<file path="config.mk">
export PLATFORM = sky130hd
export DESIGN_NAME = mmac_result_drain
export DESIGN_NICKNAME = d
export VERILOG_FILES = /design/src/rtl/mmac_pkg.sv /design/src/rtl/mmac_sat.sv /design/src/rtl/mmac_result_drain.sv
export SDC_FILE = /design/constraint.sdc
export NUM_CORES = 1
export LEC_CHECK = 0
export CAP_MARGIN = 20
export CORE_AREA = 2 2 220 222
export DETAILED_ROUTE_END_ITERATION = 10
export DIE_AREA = 0 0 222 224
export GPL_TIMING_DRIVEN = 0
export HOLD_SLACK_MARGIN = 0.08
export PLACE_DENSITY = 0.67
export RECOVER_POWER = 50
export SYNTH_ARGS = -nofsm -noshare
export SYNTH_HDL_FRONTEND = slang
export SYNTH_SLANG_ARGS = --single-unit
</file>
<file path="constraint.sdc">
create_clock -name clk -period 18.7 [get_ports clk]
set_clock_uncertainty 0.2 [all_clocks]
set_input_delay 5.61 -clock clk [delete_from_list [all_inputs] [get_ports clk]]
set_output_delay 5.61 -clock clk [all_outputs]
set_load 0.02 [all_outputs]
</file>
<file path="src/rtl/mmac_pkg.sv">
// mmac_pkg: shared widths and drain state type for the matrix MAC.
//   DATA_WIDTH : element width of operands and drained results
//   M_SIZE     : matrix dimension (M_SIZE x M_SIZE)
//   ACC_WIDTH  : accumulator width, 2*DATA_WIDTH + log2(M_SIZE)
//   IDX_WIDTH  : width of a flat element index
package mmac_pkg;
    localparam int DATA_WIDTH = 16;
    localparam int M_SIZE     = 4;
    localparam int NUM_ELEM   = M_SIZE * M_SIZE;
    localparam int ACC_WIDTH  = 2 * DATA_WIDTH + $clog2(M_SIZE);
    localparam int IDX_WIDTH  = $clog2(NUM_ELEM);
    typedef enum logic {IDLE, STREAM} drain_state_t;
endpackage

</file>
<file path="src/rtl/mmac_sat.sv">
// mmac_sat: arithmetic right shift of one accumulator, then narrow to DATA_WIDTH.
//   acc_i  : signed accumulator
//   data_o : scaled, narrowed element
//   ovf_o  : element was clipped
// With MMAC_DRAIN_SAT_EN defined the narrowing saturates; otherwise it wraps.
module mmac_sat
    import mmac_pkg::*;
#(
    parameter int OUT_SHIFT = 0
) (
    input  logic signed [ACC_WIDTH-1:0]  acc_i,
    output logic        [DATA_WIDTH-1:0] data_o,
    output logic                         ovf_o
);
`ifdef MMAC_DRAIN_SAT_EN
    localparam logic signed [ACC_WIDTH-1:0] SAT_MAX =
        {{(ACC_WIDTH-DATA_WIDTH+1){1'b0}}, {(DATA_WIDTH-1){1'b1}}};
    localparam logic signed [ACC_WIDTH-1:0] SAT_MIN = ~SAT_MAX;
    logic signed [ACC_WIDTH-1:0] s;
    logic hi, lo;
    always_comb begin
        s      = acc_i >>> OUT_SHIFT;
        hi     = s > SAT_MAX;
        lo     = s < SAT_MIN;
        ovf_o  = hi | lo;
        data_o = hi ? {1'b0, {(DATA_WIDTH-1){1'b1}}} :
                 lo ? {1'b1, {(DATA_WIDTH-1){1'b0}}} : s[DATA_WIDTH-1:0];
    end
`else
    assign data_o = DATA_WIDTH'(acc_i >>> OUT_SHIFT);
    assign ovf_o  = 1'b0;
`endif
endmodule

</file>
<file path="src/rtl/mmac_result_drain.sv">
// mmac_result_drain: capture one accumulator matrix, stream it out one element per beat.
//   clk, rst           : clock, asynchronous active-high reset
//   res_valid/ready    : matrix handshake, res_data holds all M_SIZE*M_SIZE accumulators
//   out_valid/ready    : element handshake
//   out_data, out_ovf  : scaled/narrowed element and its clip flag
//   out_row, out_col   : element coordinates; out_last marks the final element
// Optional saturation: define MMAC_DRAIN_SAT_EN.
module mmac_result_drain
    import mmac_pkg::*;
#(
    parameter int OUT_SHIFT = 0,
    parameter bit COL_MAJOR = 1'b0
) (
    input  logic                                 clk,
    input  logic                                 rst,
    input  logic                                 res_valid,
    output logic                                 res_ready,
    input  logic [NUM_ELEM*ACC_WIDTH-1:0]        res_data,
    output logic                                 out_valid,
    input  logic                                 out_ready,
    output logic [DATA_WIDTH-1:0]                out_data,
    output logic [IDX_WIDTH/2-1:0]               out_row,
    output logic [IDX_WIDTH/2-1:0]               out_col,
    output logic                                 out_last,
    output logic                                 out_ovf
);
    localparam int H = IDX_WIDTH / 2;
    drain_state_t state_q, state_d;
    logic [IDX_WIDTH-1:0] idx_q, idx_d;
    logic [NUM_ELEM-1:0][ACC_WIDTH-1:0] buf_q, buf_d;
    logic last;
    always_ff @(posedge clk or posedge rst) begin
        if (rst) begin
            state_q <= IDLE;
            idx_q   <= '0;
            buf_q   <= '0;
        end else begin
            state_q <= state_d;
            idx_q   <= idx_d;
            buf_q   <= buf_d;
        end
    end
    // The last beat reopens res_ready in the same cycle so a waiting matrix
    // is captured without a bubble.
    always_comb begin
        state_d   = state_q;
        idx_d     = idx_q;
        buf_d     = buf_q;
        last      = idx_q == IDX_WIDTH'(NUM_ELEM - 1);
        out_valid = state_q == STREAM;
        res_ready = out_valid ? last && out_ready : 1'b1;
        if (res_valid && res_ready) begin
            buf_d   = res_data;
            idx_d   = '0;
            state_d = STREAM;
        end else if (out_valid && out_ready) begin
            idx_d   = idx_q + 1'b1;
            state_d = last ? IDLE : STREAM;
        end
    end
    assign out_last = out_valid && last;
    assign out_row  = COL_MAJOR ? idx_q[H-1:0] : idx_q[IDX_WIDTH-1 -: H];
    assign out_col  = COL_MAJOR ? idx_q[IDX_WIDTH-1 -: H] : idx_q[H-1:0];
    mmac_sat #(.OUT_SHIFT(OUT_SHIFT)) u_sat (
        .acc_i  (buf_q[{out_row, out_col}]),
        .data_o (out_data),
        .ovf_o  (out_ovf)
    );
endmodule

</file>
Word level (Yosys, flattened, before mapping)
Cells that the tools add are included.

storage, ports and cells
  register bits = 549
  logic and storage cells = 34

cells by class
  add/subtract/negate cells = 1
  order comparisons = 1
  eq/ne operators = 1
  muxes and demuxes = 8
  reductions and logical operators = 5

operators with widths
  kind                                                                   count
  34-bit binary-select mux with 4-bit select                             1
  16-bit two-way mux                                                     1
  4-bit two-way mux                                                      2
  4-bit by 5-bit < comparator with 1-bit output (second input constant)  1
  4-bit by 1-bit adder with 4-bit output (second input constant)         1
  4-bit equality test (second input constant)                            1
  1-bit logical AND                                                      4
  1-bit two-way mux                                                      4
  2-bit nonzero test                                                     1

Depth between registers and ports, before layout
Gate-level depths: netlist of run 1.

  depth after elaboration = 5
  gate-level depth with buffers = 8
  mapped depth without buffers = 5

Hierarchy
From an unflattened synthesis of run 1, not the netlist that was laid out.

second synthesis, totals
  cells, all modules = 1486
  area, all modules = 24902.6 µm²

modules (own cells, without submodules)
  module             times used  cells each  area an instance (µm²)  sequential area each (µm²)
  mmac_result_drain  1           1468        24771.3                 13738.2
  mmac_sat           1           18          131.4                   0.0

Least setup slack after synthesis of run 1
OpenSTA, ideal clock, no wires.

  kind = input to output
  start = input out_ready
  end = output res_ready
  arrival time = 5.959 ns
  setup slack = 6.931 ns
  stages on the path = 2
  path buffers = 0
  path through = nand2_1 > o21ai_2

between the ends
  word-level cells in the longest chain between the ends = 2

RTL lines
  what                line                     RTL
  start: declaration  mmac_result_drain.sv:20  input logic out_ready,
  1-bit logical AND   mmac_result_drain.sv:51  res_ready = out_valid ? last && out_ready : 1'b1;
  1-bit two-way mux   mmac_result_drain.sv:51
  end: declaration    mmac_result_drain.sv:17  output logic res_ready,

No other way between the ends.

Worst setup path after layout of run 1
Same ends and word-level chain as after synthesis.

==> results of run 1 <==
[flip-flops by register name, indices dropped and copies added, names as in the netlist]
name       count
idx_q          4
out_valid      1
buf_q        256
[synth_stat cells, drive strengths merged]
| library cell | count | share of area, % |
|---|---|---|
| conb | 1 | 0.029 |
| buf | 54 | 5.1 |
| nor2 | 5 | 0.14 |
| mux2 | 256 | 28 |
| o21ai | 17 | 0.68 |
| and2 | 2 | 0.12 |
| ha | 1 | 0.096 |
| or2 | 1 | 0.048 |
| a21oi | 3 | 0.12 |
| nand3 | 19 | 0.73 |
| xnor2 | 1 | 0.068 |
| clkbuf | 4 | 0.12 |
| o211ai | 2 | 0.12 |
| nand2b | 1 | 0.048 |
| a211oi | 2 | 0.12 |
| nand2 | 7 | 0.22 |
| a22oi | 28 | 1.6 |
| inv | 1 | 0.029 |
| dfrtp | 261 | 50 |
| mux2i | 76 | 5.9 |
| mux4 | 34 | 5.9 |
| nor2b | 5 | 0.24 |
[final timing paths]
path	slack, ns	end	cells past startpoint	start
max	5.49	res_ready	4	out_ready
min	0.30	buf_q[36]$_DFFE_PP0P_	1	buf_q[36]$_DFFE_PP0P_
max reg2reg	14.82	buf_q[71]$_DFFE_PP0P_	8	idx_q[0]$_DFFE_PP0P_
min reg2reg	0.30	buf_q[36]$_DFFE_PP0P_	1	buf_q[36]$_DFFE_PP0P_
max in group asynchronous	5.95	buf_q[146]$_DFFE_PP0P_	3	rst
min in group asynchronous	5.98	buf_q[487]$_DFFE_PP0P_	2	rst
[kinds of logic after synthesis]
family	synth area share (%)
multiplexers	40.0
flip-flops	50.3
buffers and inverters	5.28
AO/OA/AOI/OAI	2.65
AND/OR/NAND/NOR	1.55
adder cells (fa/ha/maj)	0.0964
other	0.0289
XOR/XNOR	0.0675
[power by group through the flow]
stage / combinational, mW / clock (mW) / sequential [mW]
global route: 1.31 / 0.717 / 1.04
finish: 1.23 / 0.673 / 1.01
floorplan: 0.835 / 0 / 0.954
global placement: 1.24 / 0 / 1.00
detailed placement: 1.25 / 0 / 1.01
CTS: 1.26 / 0.690 / 1.01
[routing by layer]
layer	global-route usage (%)	share of wire (%)	up-vias
met5	0	0.081	-
met2	27.7	45	281
met4	5.65	2.6	6
met1	24.5	45	4063
met3	5.15	7.1	65
li1	-	-	3531
[critical path, stage by stage]
cell and delay (ns):
dlygate4sd3_1 0.60, nand2_1 0.09, o21ai_0 0.40, clkdlybuf4s50_1 0.71
[cell type report]
class / instances / area share [%]
well taps: 615 / 4.35
clock inverters: 10 / 0.834
repair buffers: 284 / 16.0
diodes: 4 / 0.0566
clock buffers: 49 / 5.64
multi-input cells: 461 / 32.5
flip-flops and latches: 261 / 36.9
inverters: 1 / 0.0283
plain buffers: 58 / 3.70
[metrics by stage]
stage / instance area [um2] / cells / util [%] / hold slack, ns / worst slack (ns)
after global routing: 17700 / 1740 / 37.4 / 0.316 / 4.44
after CTS: 17800 / 1739 / 37.5 / 0.306 / 5.75
after global placement: 16600 / 1678 / 35.0 / 0.285 / 2.13
after detailed placement: 16600 / 1680 / 35.1 / 0.292 / 5.75
final: 17700 / 1743 / 37.4 / 0.304 / 5.49
after floorplan: 13000 / 781 / - / 0.275 / 5.71
==> impl_metrics.xml, run 1 <==
<?xml version="1.0" encoding="UTF-8"?>
<metrics>
  <group name="sta">
    <metric name="highest_clock_rate" unit="GHz">0.0757</metric>
    <metric name="hold_viol" unit="">0</metric>
    <metric name="rsz0062_at_grt" unit="">false</metric>
    <metric name="relSlewSlack" unit="%">-287</metric>
    <metric name="final-max-slew-violation-count" unit="">266</metric>
    <metric name="finalWorstPathRequiredPeriod" unit="ns">13.21</metric>
    <metric name="finalSetupTns" unit="ns">0</metric>
    <metric name="setup_viol_count_final" unit="">0</metric>
    <metric name="worstMarginPinSlew" unit="ns">5.81</metric>
    <metric name="fin_crit_sh" unit="%">70.7</metric>
  </group>
  <group name="power">
    <metric name="p_clk_share" unit="%">23.1</metric>
    <metric name="p_sw" unit="uW">955</metric>
    <metric name="p_int" unit="mW">1.96</metric>
    <metric name="power.share.switching" unit="%">32.8</metric>
    <metric name="power_leakage" unit="nW">7.54</metric>
    <metric name="peakVddDrop" unit="uV">65.9</metric>
    <metric name="total_power" unit="mW">2.91</metric>
    <metric name="power.sequential.fraction" unit="%">34.6</metric>
    <metric name="p_comb_share" unit="%">42.3</metric>
    <metric name="powerDensity" unit="nW/um2">165</metric>
  </group>
  <group name="clock_tree">
    <metric name="ctsLongestPathBuffers" unit="">3</metric>
    <metric name="clockRootBuffer" unit="">clkbuf_16</metric>
    <metric name="htree_levels" unit="">2</metric>
    <metric name="cts.clk_slew.worst_paths" unit="ns">0.06</metric>
    <metric name="post_cts_setup_repair_bufs" unit="">0</metric>
    <metric name="tritoncts" unit="">done</metric>
    <metric name="cts.repair.resized" unit="">0</metric>
    <metric name="cts.sink_count" unit="">261</metric>
    <metric name="numCtsBuffers" unit="">34</metric>
    <metric name="cts_hold_buf" unit="">0</metric>
    <metric name="clock_insertion_delay_worst_skew" unit="ns">0.54</metric>
  </group>
  <group name="grt">
    <metric name="grt_start_max_net_pins" unit="">106</metric>
    <metric name="antenna_found_initial" unit="">7</metric>
    <metric name="grt_util_all_layers" unit="%">18.0</metric>
    <metric name="gr-total-overflow" unit="">0</metric>
    <metric name="first_global_vias" unit="">8817</metric>
    <metric name="grt_first_pass_wirelength" unit="um">63700</metric>
  </group>
  <group name="worst_setup_path">
    <metric name="cp.required" unit="ns">12.89</metric>
    <metric name="startpoint_type" unit="">input port</metric>
    <metric name="timing_worst_setup_path_type" unit="">in -&gt; out</metric>
    <metric name="endpoint_kind_of_the_worst_setup_timing_path" unit="">output pin</metric>
    <metric name="worst_ep_arrival_time" unit="ns">7.40</metric>
    <metric name="worstPathMaxFanout" unit="">4</metric>
  </group>
  <group name="die">
    <metric name="core-area" unit="um2">47300</metric>
    <metric name="io_pins" unit="">572</metric>
    <metric name="die_width" unit="um">222</metric>
    <metric name="total_number_of_placement_rows" unit="">80</metric>
    <metric name="die-height" unit="um">224</metric>
    <metric name="floorplan.die_area" unit="um2">49700</metric>
    <metric name="initial_utilization" unit="%">27.4</metric>
  </group>
  <group name="cells_and_area">
    <metric name="ff_latch_area" unit="um2">6530</metric>
    <metric name="final_net_count" unit="">1650</metric>
    <metric name="num-fill-cells" unit="">4461</metric>
    <metric name="final_layout_size_suffix_gt1_share" unit="%">35.2</metric>
    <metric name="mostFrequentLayoutCell" unit="">clkdlybuf4s50_1</metric>
    <metric name="syn_to_final_growth" unit="%">36.4</metric>
    <metric name="final_cell_mix" unit="">280 x clkdlybuf4s50_1, 261 x dfrtp_1, 207 x mux2_4</metric>
    <metric name="multi_input_area" unit="um2">5750</metric>
  </group>
  <group name="outcome">
    <metric name="failing_checks" unit="">max-capacitance violations, max-slew violations</metric>
    <metric name="run_status" unit="">finished, violations left</metric>
  </group>
  <group name="routing">
    <metric name="drtPass1Iterations" unit="">4</metric>
    <metric name="routed_wire_length_per_instance" unit="um">25.4</metric>
    <metric name="postRouteAntennaNets" unit="">0</metric>
    <metric name="via_per_inst" unit="">4.56</metric>
    <metric name="initialDrtViolationCount" unit="">474</metric>
    <metric name="totalWireLength" unit="um">44300</metric>
    <metric name="post-route-drc-count" unit="">0</metric>
    <metric name="vias" unit="">7946</metric>
  </group>
  <group name="placed_design">
    <metric name="portBuffers" unit="">282</metric>
    <metric name="gp_congestion" unit="">0.818</metric>
    <metric name="dp_hpwl" unit="um">33400</metric>
  </group>
  <group name="job">
    <metric name="max-cap-violations" unit="">3</metric>
  </group>
  <group name="yosys">
    <metric name="ys_warns" unit="">0</metric>
    <metric name="postSynthNetCount" unit="">1330</metric>
    <metric name="synth_seq_cells" unit="">261</metric>
    <metric name="syn_area" unit="um2">13000</metric>
    <metric name="synth-seq-area-share" unit="%">50.3</metric>
    <metric name="netlist-cell-type-count" unit="">31</metric>
    <metric name="syn-instance-count" unit="">781</metric>
    <metric name="synth.avg_cell_area" unit="um2">16.6</metric>
  </group>
  <group name="hold_path">
    <metric name="holdCritPathClass" unit="">reg -&gt; reg</metric>
  </group>
</metrics>
(Power assumes the default switching activity.)
==> run 2, diff against run 1 <==
Clock period 18.7 ns to 13 ns, I/O delays scaled along.
==> impl_metrics.xml, run 2 (synthesized netlist as in run 1, its figures left out) <==
<?xml version="1.0" encoding="UTF-8"?>
<metrics>
  <group name="job">
    <metric name="max-cap-violations" unit="">1</metric>
  </group>
  <group name="worst_setup_path">
    <metric name="critPathSlowestCell" unit="">clkdlybuf4s50_1</metric>
    <metric name="worstPathCellList" unit="">dlygate4sd3_1 &gt; nand2_1 &gt; o21ai_0 &gt; clkdlybuf4s50_1</metric>
    <metric name="slowest_delay" unit="ns">0.71</metric>
    <metric name="endpoint_kind_of_the_worst_setup_timing_path" unit="">output pin</metric>
    <metric name="worst_ep_arrival_time" unit="ns">5.70</metric>
    <metric name="timing_worst_setup_path_type" unit="">in -&gt; out</metric>
    <metric name="cp.required" unit="ns">8.90</metric>
    <metric name="worstPathMaxFanout" unit="">4</metric>
    <metric name="startpoint_type" unit="">input port</metric>
  </group>
  <group name="cells_and_area">
    <metric name="utilization" unit="%">37.5</metric>
    <metric name="ff_latch_area" unit="um2">6530</metric>
    <metric name="final_net_count" unit="">1650</metric>
    <metric name="number_of_non_filler_instances_in_the_completed_layout" unit="">1745</metric>
    <metric name="num-fill-cells" unit="">4457</metric>
    <metric name="final_layout_size_suffix_gt1_share" unit="%">35.4</metric>
    <metric name="largest_register_ffs" unit="">256</metric>
    <metric name="largest-register" unit="">buf_q</metric>
    <metric name="mostFrequentLayoutCell" unit="">clkdlybuf4s50_1</metric>
    <metric name="final_standard_cell_area_without_fillers" unit="um2">17800</metric>
    <metric name="syn_to_final_growth" unit="%">36.8</metric>
    <metric name="multi_input_area" unit="um2">5750</metric>
    <metric name="final_cell_mix" unit="">280 x clkdlybuf4s50_1, 261 x dfrtp_1, 207 x mux2_4</metric>
  </group>
  <group name="sta">
    <metric name="highest_clock_rate" unit="GHz">0.102</metric>
    <metric name="finalWorstPathRequiredPeriod" unit="ns">9.80</metric>
    <metric name="hold_slack" unit="ns">0.305</metric>
    <metric name="final-max-slew-violation-count" unit="">52</metric>
    <metric name="finalSetupTns" unit="ns">0</metric>
    <metric name="worstMarginPinSlew" unit="ns">2.58</metric>
    <metric name="hold_viol" unit="">0</metric>
    <metric name="relSlewSlack" unit="%">-73.1</metric>
    <metric name="rsz0062_at_grt" unit="">false</metric>
    <metric name="fin_crit_sh" unit="%">75.4</metric>
    <metric name="postLayoutSetupSlackWorst" unit="ns">3.20</metric>
    <metric name="setup_viol_count_final" unit="">0</metric>
  </group>
  <group name="clock_tree">
    <metric name="htree_levels" unit="">2</metric>
    <metric name="cts_hold_buf" unit="">0</metric>
    <metric name="cts.sink_count" unit="">261</metric>
    <metric name="tritoncts" unit="">done</metric>
    <metric name="numCtsBuffers" unit="">34</metric>
    <metric name="ctsLongestPathBuffers" unit="">3</metric>
    <metric name="clock_insertion_delay_worst_skew" unit="ns">0.55</metric>
    <metric name="clockRootBuffer" unit="">clkbuf_16</metric>
    <metric name="cts.repair.resized" unit="">0</metric>
    <metric name="cts.clk_slew.worst_paths" unit="ns">0.05</metric>
    <metric name="post_cts_setup_repair_bufs" unit="">0</metric>
  </group>
  <group name="grt">
    <metric name="first_global_vias" unit="">8817</metric>
    <metric name="gr-total-overflow" unit="">0</metric>
    <metric name="antenna_found_initial" unit="">7</metric>
    <metric name="grt_util_all_layers" unit="%">18.0</metric>
    <metric name="grt_first_pass_wirelength" unit="um">63700</metric>
    <metric name="grt_start_max_net_pins" unit="">106</metric>
  </group>
  <group name="die">
    <metric name="io_pins" unit="">572</metric>
    <metric name="initial_utilization" unit="%">27.4</metric>
    <metric name="core-area" unit="um2">47300</metric>
    <metric name="floorplan.die_area" unit="um2">49700</metric>
    <metric name="total_number_of_placement_rows" unit="">80</metric>
    <metric name="die-height" unit="um">224</metric>
    <metric name="die_width" unit="um">222</metric>
  </group>
  <group name="routing">
    <metric name="totalWireLength" unit="um">44300</metric>
    <metric name="post-route-drc-count" unit="">0</metric>
    <metric name="initialDrtViolationCount" unit="">512</metric>
    <metric name="vias" unit="">7961</metric>
    <metric name="postRouteAntennaNets" unit="">0</metric>
    <metric name="drtPass1Iterations" unit="">4</metric>
    <metric name="routed_wire_length_per_instance" unit="um">25.4</metric>
    <metric name="via_per_inst" unit="">4.56</metric>
  </group>
  <group name="placed_design">
    <metric name="placement.setup.worst_slack" unit="ns">3.47</metric>
    <metric name="dp_hpwl" unit="um">33400</metric>
    <metric name="portBuffers" unit="">282</metric>
    <metric name="dpl-instance-area" unit="um2">16600</metric>
    <metric name="gp_congestion" unit="">0.818</metric>
    <metric name="cell_count_post_placement" unit="">1680</metric>
  </group>
  <group name="power">
    <metric name="peakVddDrop" unit="uV">95.2</metric>
    <metric name="power_leakage" unit="nW">7.56</metric>
    <metric name="powerDensity" unit="nW/um2">236</metric>
    <metric name="total_power" unit="mW">4.19</metric>
  </group>
  <group name="outcome">
    <metric name="run_status" unit="">finished, violations left</metric>
    <metric name="failing_checks" unit="">max-capacitance violations, max-slew violations</metric>
  </group>
  <group name="hold_path">
    <metric name="holdCritPathClass" unit="">reg -&gt; reg</metric>
  </group>
</metrics>
## run 2: cell types whose count changed in the layout (fill, tap and decap cells not counted)
cell / previous run / this run
diode_2: 4 / 6
clkbuf_1: 16 / 14
buf_16: 0 / 2
## run 2: worst max-delay path: cells and delay by family
family                 cells  cell delay [ns]
and+or+nand+nor            1             0.09
AOI/OAI and AO/OA          1             0.40
buffers and inverters      2             1.31
## run 2: final timing paths
check	from	endpoint	slack (ns)	cells past startpoint
hold / removal	buf_q[48]$_DFFE_PP0P_	buf_q[48]$_DFFE_PP0P_	0.30	1
max in group asynchronous	rst	buf_q[110]$_DFFE_PP0P_	6.86	3
min in group asynchronous	rst	buf_q[487]$_DFFE_PP0P_	4.35	2
setup / recovery	out_ready	res_ready	3.20	4
setup reg to reg	idx_q[0]$_DFFE_PP0P_	buf_q[71]$_DFFE_PP0P_	9.10	8
hold reg to reg	buf_q[48]$_DFFE_PP0P_	buf_q[48]$_DFFE_PP0P_	0.30	1
## run 2: routing by layer
layer / global-route usage (%) / wire [um]
met5: 0 / 44
met4: 5.65 / 1140
met3: 5.15 / 3240
met2: 27.7 / 19900
met1: 24.5 / 20000
## run 2: cell type report
type / count / share of cell area (%)
multi-input combinational: 461 / 32.4
buffer: 58 / 3.69
sequential: 261 / 36.8
inverter: 1 / 0.0282
timing repair buffer: 284 / 16.2
antenna: 6 / 0.0846
clock inverter: 10 / 0.832
tap: 615 / 4.33
clock buffer: 49 / 5.62
## run 2: report_power, final
part           switching [mW]  internal (mW)
registers               0.237           1.21
clock network           0.374          0.596
logic                   0.768           1.01
==> run 3, diff against run 2 <==
Settings changed: PLACE_DENSITY 0.67 to 0.69.
Clock period 13 ns to 8.75 ns, I/O delays scaled along.
==> impl_metrics.xml, run 3 (synthesized netlist as in run 1, its figures left out) <==
<?xml version="1.0" encoding="UTF-8"?>
<metrics>
  <group name="clock_tree">
    <metric name="post_cts_setup_repair_bufs" unit="">0</metric>
    <metric name="clockRootBuffer" unit="">clkbuf_16</metric>
    <metric name="cts.sink_count" unit="">261</metric>
    <metric name="tritoncts" unit="">done</metric>
    <metric name="numCtsBuffers" unit="">30</metric>
    <metric name="cts.repair.resized" unit="">0</metric>
    <metric name="cts_hold_buf" unit="">0</metric>
    <metric name="ctsLongestPathBuffers" unit="">3</metric>
    <metric name="htree_levels" unit="">1</metric>
    <metric name="clock_insertion_delay_worst_skew" unit="ns">0.56</metric>
    <metric name="cts.clk_slew.worst_paths" unit="ns">0.06</metric>
  </group>
  <group name="worst_setup_path">
    <metric name="cp-endpoint" unit="">res_ready</metric>
    <metric name="slowest_delay" unit="ns">0.70</metric>
    <metric name="timing.rr.end" unit="">buf_q[71]$_DFFE_PP0P_</metric>
    <metric name="worstPathCellList" unit="">dlygate4sd3_1 &gt; nand2_1 &gt; o21ai_0 &gt; clkdlybuf4s50_1</metric>
    <metric name="startpoint_type" unit="">input port</metric>
    <metric name="worst_ep_arrival_time" unit="ns">4.41</metric>
    <metric name="cp.required" unit="ns">5.93</metric>
    <metric name="endpoint_kind_of_the_worst_setup_timing_path" unit="">output pin</metric>
    <metric name="regToRegStartpoint" unit="">idx_q[1]$_DFFE_PP0P_</metric>
    <metric name="critPathSlowestCell" unit="">clkdlybuf4s50_1</metric>
    <metric name="worstPathMaxFanout" unit="">4</metric>
    <metric name="setup.reg_to_reg.worst_slack" unit="ns">4.69</metric>
    <metric name="reg2regPathDepth" unit="">8</metric>
    <metric name="timing_worst_setup_path_type" unit="">in -&gt; out</metric>
    <metric name="critPathLaunch" unit="">out_ready</metric>
  </group>
  <group name="die">
    <metric name="initial_utilization" unit="%">27.4</metric>
    <metric name="total_number_of_placement_rows" unit="">80</metric>
    <metric name="die_width" unit="um">222</metric>
    <metric name="die-height" unit="um">224</metric>
    <metric name="core-area" unit="um2">47300</metric>
    <metric name="floorplan.die_area" unit="um2">49700</metric>
    <metric name="io_pins" unit="">572</metric>
  </group>
  <group name="cells_and_area">
    <metric name="syn_to_final_growth" unit="%">36.5</metric>
    <metric name="final_cell_mix" unit="">280 x clkdlybuf4s50_1, 261 x dfrtp_1, 207 x mux2_4</metric>
    <metric name="final_layout_size_suffix_gt1_share" unit="%">35.5</metric>
    <metric name="largest-register" unit="">buf_q</metric>
    <metric name="final_net_count" unit="">1651</metric>
    <metric name="mostFrequentLayoutCell" unit="">clkdlybuf4s50_1</metric>
    <metric name="number_of_non_filler_instances_in_the_completed_layout" unit="">1747</metric>
    <metric name="largest_register_ffs" unit="">256</metric>
  </group>
  <group name="sta">
    <metric name="postLayoutSetupSlackWorst" unit="ns">1.52</metric>
    <metric name="finalSetupTns" unit="ns">0</metric>
    <metric name="setup_viol_count_final" unit="">0</metric>
    <metric name="highest_clock_rate" unit="GHz">0.138</metric>
    <metric name="worstMarginPinSlew" unit="ns">2.35</metric>
    <metric name="relSlewSlack" unit="%">-56.7</metric>
    <metric name="rsz0062_at_grt" unit="">false</metric>
    <metric name="finalWorstPathRequiredPeriod" unit="ns">7.23</metric>
    <metric name="fin_crit_sh" unit="%">82.7</metric>
    <metric name="hold_viol" unit="">0</metric>
    <metric name="hold_slack" unit="ns">0.305</metric>
    <metric name="final-max-slew-violation-count" unit="">143</metric>
  </group>
  <group name="grt">
    <metric name="grt_util_all_layers" unit="%">18.1</metric>
    <metric name="gr-usage-met1" unit="%">23.7</metric>
    <metric name="global_route.usage.met2" unit="%">29.1</metric>
    <metric name="antenna_found_initial" unit="">9</metric>
    <metric name="gr-max-usage-layer" unit="">met2</metric>
    <metric name="first_global_vias" unit="">8849</metric>
    <metric name="met3_usage" unit="%">5.52</metric>
    <metric name="grt_start_max_net_pins" unit="">41</metric>
    <metric name="gr-total-overflow" unit="">0</metric>
    <metric name="grt_first_pass_wirelength" unit="um">64400</metric>
  </group>
  <group name="routing">
    <metric name="drtPass1Iterations" unit="">4</metric>
    <metric name="vias" unit="">8039</metric>
    <metric name="postRouteAntennaNets" unit="">0</metric>
    <metric name="totalWireLength" unit="um">44800</metric>
    <metric name="routed_wire_length_per_instance" unit="um">25.7</metric>
    <metric name="initialDrtViolationCount" unit="">365</metric>
    <metric name="post-route-drc-count" unit="">0</metric>
    <metric name="via_per_inst" unit="">4.60</metric>
  </group>
  <group name="power">
    <metric name="p_int" unit="mW">4.13</metric>
    <metric name="power.share.switching" unit="%">33.0</metric>
    <metric name="p_sw" unit="mW">2.04</metric>
    <metric name="power.sequential.fraction" unit="%">34.8</metric>
    <metric name="total_power" unit="mW">6.17</metric>
    <metric name="p_clk_share" unit="%">22.1</metric>
    <metric name="p_comb_share" unit="%">43.1</metric>
    <metric name="power_leakage" unit="nW">7.52</metric>
    <metric name="peakVddDrop" unit="uV">162</metric>
    <metric name="powerDensity" unit="nW/um2">348</metric>
  </group>
  <group name="placed_design">
    <metric name="gp_congestion" unit="">0.801</metric>
    <metric name="dp_hpwl" unit="um">34400</metric>
    <metric name="cell_count_post_placement" unit="">1685</metric>
    <metric name="placement.setup.worst_slack" unit="ns">1.79</metric>
    <metric name="portBuffers" unit="">282</metric>
  </group>
  <group name="hold_path">
    <metric name="holdCritPathClass" unit="">reg -&gt; reg</metric>
  </group>
  <group name="outcome">
    <metric name="run_status" unit="">finished, violations left</metric>
    <metric name="failing_checks" unit="">max-capacitance violations, max-slew violations</metric>
  </group>
  <group name="job">
    <metric name="max-cap-violations" unit="">4</metric>
  </group>
</metrics>
==> run 3: cell count changes in the layout (fill, tap and decap cells not counted), sizes merged <==
cell      delta
clkinv       +1
clkbuf       -3
clkinvlp     +4
buf          +1
bufinv       +1
inv          -2
==> run 3: final cells by class <==
type	instances	area (um2)
Buffer	58	654
Timing Repair Buffer	289	2900
Clock inverter	14	184
Tap cell	615	769
Antenna cell	6	15.0
Multi-Input combinational cell	461	5750
Inverter	1	5.00
Fill cell	4498	29600
Clock buffer	42	897
Sequential cell	261	6530
==> run 3: critical path: cells and delay by family <==
kind	cells	cell delay, ns
buffers and inverters	2	1.30
AOI/OAI and AO/OA	1	0.40
and+or+nand+nor	1	0.08
==> run 3: layer usage <==
metal,wire length [um],part of all wire (%)
met1,19600,44
met2,20800,46
met3,3430,7.6
met4,953,2.1
met5,74,0.17
==> run 3: per-stage QoR <==
stage / util (%) / instance area (um2)
CTS: 37.6 / 17800
detailed placement: 35.3 / 16700
floorplan: - / 13000
global placement: 35.0 / 16600
finish: 37.4 / 17700
global route: 37.4 / 17700
==> run 3: worst min path at each step <==
stage | from | endpoint | slack (ns) | cells after the start
after floorplan | buf_q[238]$_DFFE_PP0P_ | buf_q[238]$_DFFE_PP0P_ | 0.28 | 1
after global routing | buf_q[282]$_DFFE_PP0P_ | buf_q[282]$_DFFE_PP0P_ | 0.32 | 1
final | buf_q[239]$_DFFE_PP0P_ | buf_q[239]$_DFFE_PP0P_ | 0.30 | 1
after global placement | buf_q[241]$_DFFE_PP0P_ | buf_q[241]$_DFFE_PP0P_ | 0.29 | 1
after detailed placement | buf_q[239]$_DFFE_PP0P_ | buf_q[239]$_DFFE_PP0P_ | 0.29 | 1
after CTS | buf_q[239]$_DFFE_PP0P_ | buf_q[239]$_DFFE_PP0P_ | 0.30 | 1
==> run 3: power groups by stage <==
stage          registers (mW)  clock network [mW]  logic [mW]
3_5_place_dp             2.16                   0        2.70
5_1_grt                  2.22                1.44        2.83
4_1_cts                  2.15                1.39        2.72
2_1_floorplan            2.04                   0        1.79
6_report                 2.15                1.36        2.65
3_3_place_gp             2.13                   0        2.66
